[src/rtl/except_req_gen.sv]
// Commit-side exception request generator: stalls commit on a faulting/ERET/interrupted ROB head,
// waits for committed stores to drain, pulses a registered exception request, then holds for the flush.
module except_req_gen #(
  parameter int unsigned FLUSH_CYCLES = 2,
  parameter int unsigned ADDR_WIDTH   = 32
) (
  input  logic                  clk,
  input  logic                  rst_n,
  input  logic                  head_valid,
  input  logic                  head_ex,
  input  logic [4:0]            head_excode,
  input  logic                  head_eret,
  input  logic                  head_delayslot,
  input  logic [ADDR_WIDTH-1:0] head_pc,
  input  logic [ADDR_WIDTH-1:0] head_badva,
  input  logic                  irq_pending,
  input  logic                  sb_empty,
  output logic                  commit_stall,
  output logic                  busy,
  output logic                  except_valid,
  output logic                  except_eret,
  output logic [4:0]            except_code,
  output logic [ADDR_WIDTH-1:0] except_epc,
  output logic [ADDR_WIDTH-1:0] except_badva,
  output logic                  except_bd
);

  typedef enum logic [1:0] {
    IDLE  = 2'd0,
    DRAIN = 2'd1,
    REQ   = 2'd2,
    HOLD  = 2'd3
  } state_t;

  localparam int unsigned CNT_W = (FLUSH_CYCLES > 1) ? $clog2(FLUSH_CYCLES) : 1;
  localparam logic [CNT_W-1:0]      CNT_LOAD   = CNT_W'(FLUSH_CYCLES - 32'd1);
  localparam logic [ADDR_WIDTH-1:0] INSN_BYTES = ADDR_WIDTH'(32'd4);
  localparam logic [ADDR_WIDTH-1:0] ADDR_ZERO  = {ADDR_WIDTH{1'b0}};

  state_t                  state_r;
  logic [CNT_W-1:0]        cnt_r;
  logic                    trigger_s;

  logic                    nxt_eret_s;
  logic [4:0]              nxt_code_s;
  logic [ADDR_WIDTH-1:0]   nxt_epc_s;
  logic [ADDR_WIDTH-1:0]   nxt_badva_s;
  logic                    nxt_bd_s;
  logic [ADDR_WIDTH-1:0]   fault_epc_s;

  logic                    lat_eret_r;
  logic [4:0]              lat_code_r;
  logic [ADDR_WIDTH-1:0]   lat_epc_r;
  logic [ADDR_WIDTH-1:0]   lat_badva_r;
  logic                    lat_bd_r;

  logic                    except_valid_r;
  logic                    except_eret_r;
  logic [4:0]              except_code_r;
  logic [ADDR_WIDTH-1:0]   except_epc_r;
  logic [ADDR_WIDTH-1:0]   except_badva_r;
  logic                    except_bd_r;

  // The triggering instruction is blocked in the same cycle it reaches the head.
  assign trigger_s    = (state_r == IDLE) & head_valid & (irq_pending | head_ex | head_eret);
  assign commit_stall = trigger_s | (state_r != IDLE);
  assign busy         = (state_r != IDLE);

  // Delay-slot faults restart at the branch; wraps modulo 2^ADDR_WIDTH.
  assign fault_epc_s  = head_delayslot ? (head_pc - INSN_BYTES) : head_pc;

  // Select the request fields by priority: interrupt, then exception, then ERET.
  always_comb begin
    nxt_eret_s  = 1'b0;
    nxt_code_s  = 5'd0;
    nxt_epc_s   = head_pc;
    nxt_badva_s = ADDR_ZERO;
    nxt_bd_s    = 1'b0;
    if (irq_pending) begin
      nxt_epc_s = fault_epc_s;
      nxt_bd_s  = head_delayslot;
    end else if (head_ex) begin
      nxt_code_s  = head_excode;
      nxt_epc_s   = fault_epc_s;
      nxt_badva_s = head_badva;
      nxt_bd_s    = head_delayslot;
    end else if (head_eret) begin
      nxt_eret_s = 1'b1;
    end else begin
      nxt_eret_s = 1'b0;
    end
  end

  // Sequencer plus registered request outputs, which are non-zero only while in REQ.
  always_ff @(posedge clk or negedge rst_n) begin
    if (!rst_n) begin
      state_r        <= IDLE;
      cnt_r          <= {CNT_W{1'b0}};
      lat_eret_r     <= 1'b0;
      lat_code_r     <= 5'd0;
      lat_epc_r      <= ADDR_ZERO;
      lat_badva_r    <= ADDR_ZERO;
      lat_bd_r       <= 1'b0;
      except_valid_r <= 1'b0;
      except_eret_r  <= 1'b0;
      except_code_r  <= 5'd0;
      except_epc_r   <= ADDR_ZERO;
      except_badva_r <= ADDR_ZERO;
      except_bd_r    <= 1'b0;
    end else begin
      except_valid_r <= 1'b0;
      except_eret_r  <= 1'b0;
      except_code_r  <= 5'd0;
      except_epc_r   <= ADDR_ZERO;
      except_badva_r <= ADDR_ZERO;
      except_bd_r    <= 1'b0;
      case (state_r)
        IDLE: begin
          if (trigger_s) begin
            lat_eret_r  <= nxt_eret_s;
            lat_code_r  <= nxt_code_s;
            lat_epc_r   <= nxt_epc_s;
            lat_badva_r <= nxt_badva_s;
            lat_bd_r    <= nxt_bd_s;
            state_r     <= DRAIN;
          end
        end
        DRAIN: begin
          if (sb_empty) begin
            except_valid_r <= 1'b1;
            except_eret_r  <= lat_eret_r;
            except_code_r  <= lat_code_r;
            except_epc_r   <= lat_epc_r;
            except_badva_r <= lat_badva_r;
            except_bd_r    <= lat_bd_r;
            state_r        <= REQ;
          end
        end
        REQ: begin
          cnt_r   <= CNT_LOAD;
          state_r <= HOLD;
        end
        HOLD: begin
          if (cnt_r == {CNT_W{1'b0}}) begin
            state_r <= IDLE;
          end else begin
            cnt_r <= cnt_r - CNT_W'(1'b1);
          end
        end
        default: begin
          state_r <= IDLE;
        end
      endcase
    end
  end

  assign except_valid = except_valid_r;
  assign except_eret  = except_eret_r;
  assign except_code  = except_code_r;
  assign except_epc   = except_epc_r;
  assign except_badva = except_badva_r;
  assign except_bd    = except_bd_r;

endmodule
[config.mk]
export PLATFORM = sky130hd
export DESIGN_NAME = except_req_gen
export DESIGN_NICKNAME = d
export VERILOG_FILES = /design/src/rtl/except_req_gen.sv
export SDC_FILE = /design/constraint.sdc
export NUM_CORES = 1
export LEC_CHECK = 0
export CAP_MARGIN = 5
export CORE_MARGIN = 3
export CORE_UTILIZATION = 52
export CTS_CLUSTER_DIAMETER = 100
export CTS_CLUSTER_SIZE = 8
export DETAILED_ROUTE_END_ITERATION = 10
export HOLD_SLACK_MARGIN = 0.05
export PLACE_DENSITY = 0.8
export SYNTH_ARGS = -nofsm -noshare
export SYNTH_HDL_FRONTEND = slang
export SYNTH_SLANG_ARGS = --single-unit
export TNS_END_PERCENT = 1
[constraint.sdc]
create_clock -name clk -period 4.15 [get_ports clk]
set_input_delay 0.83 -clock clk [delete_from_list [all_inputs] [get_ports clk]]
set_output_delay 0.83 -clock clk [all_outputs]
set_load 0.02 [all_outputs]
## Word level (Yosys, flattened, before mapping)

Cells that the tools add are included.

| word-level totals | value |
|---|---|
| bits in registers | 146 |
| bits of input ports | 77 |
| output and inout bits | 74 |
| logic and storage cells | 61 |

| operators by class | value |
|---|---|
| $add $sub $neg | 2 |
| eq/ne operators | 6 |
| muxes and demuxes | 30 |
| bitwise gates (word level) | 5 |
| reduce and logical (&&, ||, !) cells | 5 |

Operators by type and width:

| operator | count |
|---|---|
| $mux W32 | 9 |
| $sub A32 B3 Y32 const B | 1 |
| $mux W5 | 4 |
| $mux W1 | 12 |
| $pmux W2 S4 | 1 |
| $mux W2 | 3 |
| $ne A2 B2 Y1 const B | 3 |
| $eq A2 B2 Y1 const B | 2 |
| $reduce_bool A2 Y1 | 2 |
| $or A1 B1 Y1 | 3 |
| $reduce_and A3 Y1 | 1 |
| $and A1 B1 Y1 | 2 |
| $eq A2 B1 Y1 const B | 1 |
| $logic_not A2 Y1 | 1 |
| $pmux W1 S2 | 1 |
| $reduce_and A2 Y1 | 1 |
| $sub A1 B1 Y1 const B | 1 |

## Depth between registers and ports, before layout

| logic depth | value |
|---|---|
| word-level depth | 5 |
| depth in mapped cells | 8 |
| mapped depth without buffers | 7 |

## Worst setup path before layout

Ideal clock, no wire load.

| path | value |
|---|---|
| path type | input to output |
| start | in head_ex |
| end | out commit_stall |
| data arrival time | 2.047 ns |
| data required time | 3.320 ns |
| slack | 1.273 ns |
| stages on the path | 5 |
| path through | or2_2 > o211ai_2 > clkbuf_1 > buf_2 > nand2_1 |

| on the way | value |
|---|---|
| cells in the longest elaborated chain, start to end | 4 |

Ends and longest elaborated chain:

| what | RTL line | text |
|---|---|---|
| start: declaration | 10 | `input logic head_ex,` |
| $or A1 B1 Y1 (2 in a row) | 65 | `assign trigger_s = (state_r == IDLE) & head_valid & (irq_pending \| head_ex \| head_eret);` |
| $and A1 B1 Y1 | 65 |  |
| $or A1 B1 Y1 | 66 | `assign commit_stall = trigger_s \| (state_r != IDLE);` |
| end: declaration | 18 | `output logic commit_stall,` |

Every way passes these cells.

## Worst setup path in the final report

| path | value |
|---|---|
| start | in irq_pending |
| end | out commit_stall |

| on the way | value |
|---|---|
| cells in the longest elaborated chain, start to end | 4 |

Ends and longest elaborated chain:

| what | RTL line | text |
|---|---|---|
| start: declaration | 16 | `input logic irq_pending,` |
| $or A1 B1 Y1 (2 in a row) | 65 |  |
| $and A1 B1 Y1 | 65 |  |
| $or A1 B1 Y1 | 66 |  |

Every way passes these cells.

==> results.toml <==
[floorplanning]
start_util_pct = 54.8
die_w_um = 112
core_area_sq_um = 10600
die_y_um = 112
rows = 37
ios = 151
die_area_sq_um = 12500

[logic_synthesis]
synth.top_cell.area_share_pct = 62.9
syn_area_sq_um = 5810
ys_types = 36
synth-main-ff-cell = "dfrtp_1"
synthTopCellsByCount = "146 x dfrtp_1, 115 x nand2_1, 71 x and3_1"
yosysWarnings = 0
synth-seq-cells = 146
ys_seq_area_share_pct = 62.9
synthCells = 546
synth_edf_count = 0
async_flop_share_pct = 100
syn_avg_cell_area_sq_um = 10.6
syn-num-nets = 628
synth_top_area_cell = "dfrtp_1"
synthTopCellsByArea = "dfrtp_1 63%, and3_1 7.6%, nand2_1 7.4%"
synth.most_common_cell = "dfrtp_1"

[worst_setup_path]
crit_type = "in2out"
required_ns = 3.32
critPathLaunch = "irq_pending"
path_max_fanout = 5
cp-start-kind = "input port"
crit_top_cell = "clkdlybuf4s50_1"
worst_path_largest_cell_delay_ns = 0.55
cp.arrival_ns = 2.50
cpLargestDelayFamily = "buffers and inverters"
endpoint_kind = "output port"
path_cells = "clkdlybuf4s50_1 -> or2_2 -> o211ai_4 -> nand2_1 -> clkdlybuf4s50_1"
crit_buf_inv = 2
rr_startpoint = "state_r[0]"
cp_slowest_cell = "clkdlybuf4s50_1"

[final_layout]
layout-drive-gt1-share_pct = 7.91
num_antenna_cells = 0
fin_nets = 764
fillers = 727
fin_area_sq_um = 7930
area_growth_pct = 36.5

[routing]
drc = 0
routed_wl_um = 13900
drtIter0Drc = 360
firstDrtPassIters = 4
antenna_left = 0
num_vias = 4436
viasPerCell = 5.34
wl_per_cell_um = 16.8

[power_and_ir_drop]
p_seq_share_pct = 43.7
cell_internal_pwr_w = 0.00305
power.share.clock_pct = 32.2
p_sw_share_pct = 32.5
cellPowerDensity_nw_per_um2 = 570
power.leakage_nw = 3.89
power_frac_comb_pct = 24.2
ir_drop_mv = 0.600
switchingPower_w = 0.00147

[status]
status = "finished clean"

[sta]
rsz0062_at_grt = "no"
worstMarginPinSlew_ns = 1.16
max_slew_margin_pct = 22.5
fin_crit_ns = 3.33
tns_ns = 0
period_share_pct = 80.3
finalSetupViolCount = 0
hold_violations = 0
fmax_ghz = 0.300
skew_ns = 0.00979
maxSlewViolCount = 0
setup_ws_ns = 0.819

[place]
dpl_cell_area_sq_um = 7370
dp_hpwl_um = 8900
place.gp.congestion = 0.816
dpl_worst_slack_ns = 0.817
io_buffers = 150

[clocking]
clkSlewWorstSetupHoldPaths_ns = 0.06
worstSkewPairLatency_ns = 0.51
cts_hold_buf = 0
cts_root_buf = "clkbuf_8"
clock-sinks = 146
h-tree-depth = 4
numCtsBuffers = 17
post_cts_buffers = 0
cts_resized = 0
cts_tree = "yes"
clock_path_buffers = 2

[global_routing]
grt_remaining_overflow = 0
antenna_found_initial = 0
grt_pass1_vias = 4569
grt.total_usage_pct = 23.0
grt_start_max_net_pins = 122
grt_first_pass_wirelength_um = 23000

[flow_run]
drv_cap = 0

[worst_hold_path]
min_path_type = "in2async"
==> path summary, 6_finish.rpt <==
kind / slack, ns / cells past startpoint / end
max in group asynchronous: 2.69 / 2 / lat_code_r[4]
worst min register to register: 0.46 / 2 / lat_badva_r[11]
worst max register to register: 1.71 / 7 / state_r[0]
worst max-delay path: 0.82 / 5 / commit_stall
min in group clk: 0.46 / 2 / lat_badva_r[11]
worst min-delay path: 0.45 / 1 / except_epc[26]
==> cell type report <==
cell class | instances | area, sq um | area share (%)
inverter | 8 | 30.0 | 0.379
tap | 136 | 170 | 2.15
multi-input combinational | 355 | 1990 | 25.1
sequential | 146 | 3650 | 46.1
clock inverter | 14 | 143 | 1.80
clock buffer | 18 | 418 | 5.27
timing repair buffer | 154 | 1530 | 19.3
==> state kept, by name, summed over array words and instances, names as in the netlist <==
signal	count
lat_code_r	5
lat_badva_r	32
except_badva	32
lat_bd_r	1
lat_epc_r	32
except_code	5
cnt_r	1
except_bd	1
except_eret	1
except_valid	1
state_r	2
lat_eret_r	1
except_epc	32
==> logic make-up (layout without fill, tap and decap cells) <==
kind of cell,count (synthesis),in the layout,share of synthesized area (%)
buffers and inverters,45,194,3.12
DFF,146,146,62.9
and+or+nand+nor,281,281,24.5
xor gates and xnor gates,26,26,3.92
muxes,1,1,0.172
AOI/OAI and AO/OA,42,42,4.29
adders and majority gates,5,5,1.08
==> per-layer routing <==
metal | global-route usage, % | up-vias | share of wire [%] | wire length [um]
met4 | 8.03 | 0 | 1.4 | 199
met3 | 5.00 | 15 | 4.8 | 674
met2 | 38.9 | 125 | 52 | 7280
li1 | - | 2134 | - | -
met1 | 29.4 | 2162 | 42 | 5790
met5 | 0 | - | 0 | 0
==> power groups by stage <==
stage	Clock, W	Combinational, W	Sequential, W
after floorplan	0	0.000557	0.00205
after global placement	0	0.00106	0.00197
after detailed placement	0	0.00109	0.00199
after CTS	0.00148	0.00110	0.00197
after global routing	0.00154	0.00122	0.00202
final	0.00146	0.00109	0.00198
==> worst register-to-register path, stage by stage (launching register included) <==
cell and delay [ns]:
dfrtp_1 0.39, inv_1 0.09, ha_1 0.34, o211ai_4 0.14, buf_4 0.76, a222oi_1 0.31, o21ai_0 0.15, o21ai_0 0.11
==> cell usage in the layout (no fill, tap or decap), types with 4 or more instances in the layout <==
cell               n
nor2_1            13
o21ai_1            6
ha_1               4
clkbuf_16         16
o21ai_0           23
buf_4              4
clkdlybuf4s50_1  148
xnor2_1           25
nor3_1            11
nor4_2             5
dfrtp_1          146
nor4_1            10
nand3_1           40
nand2_1          115
inv_1              8
inv_6              6
a31oi_1            4
and3_1            71
==> per-stage QoR <==
step	power (W)	util (%)	instances	hold slack [ns]
4_1_cts	0.00456	74.8	831	0.462
2_1_floorplan	0.00260	-	546	0.431
3_3_place_gp	0.00303	69.5	799	0.442
5_1_grt	0.00477	74.8	831	0.490
3_5_place_dp	0.00309	69.5	799	0.448
6_report	0.00452	74.8	831	0.448
Note: power is estimated with default switching activity, not from simulation.
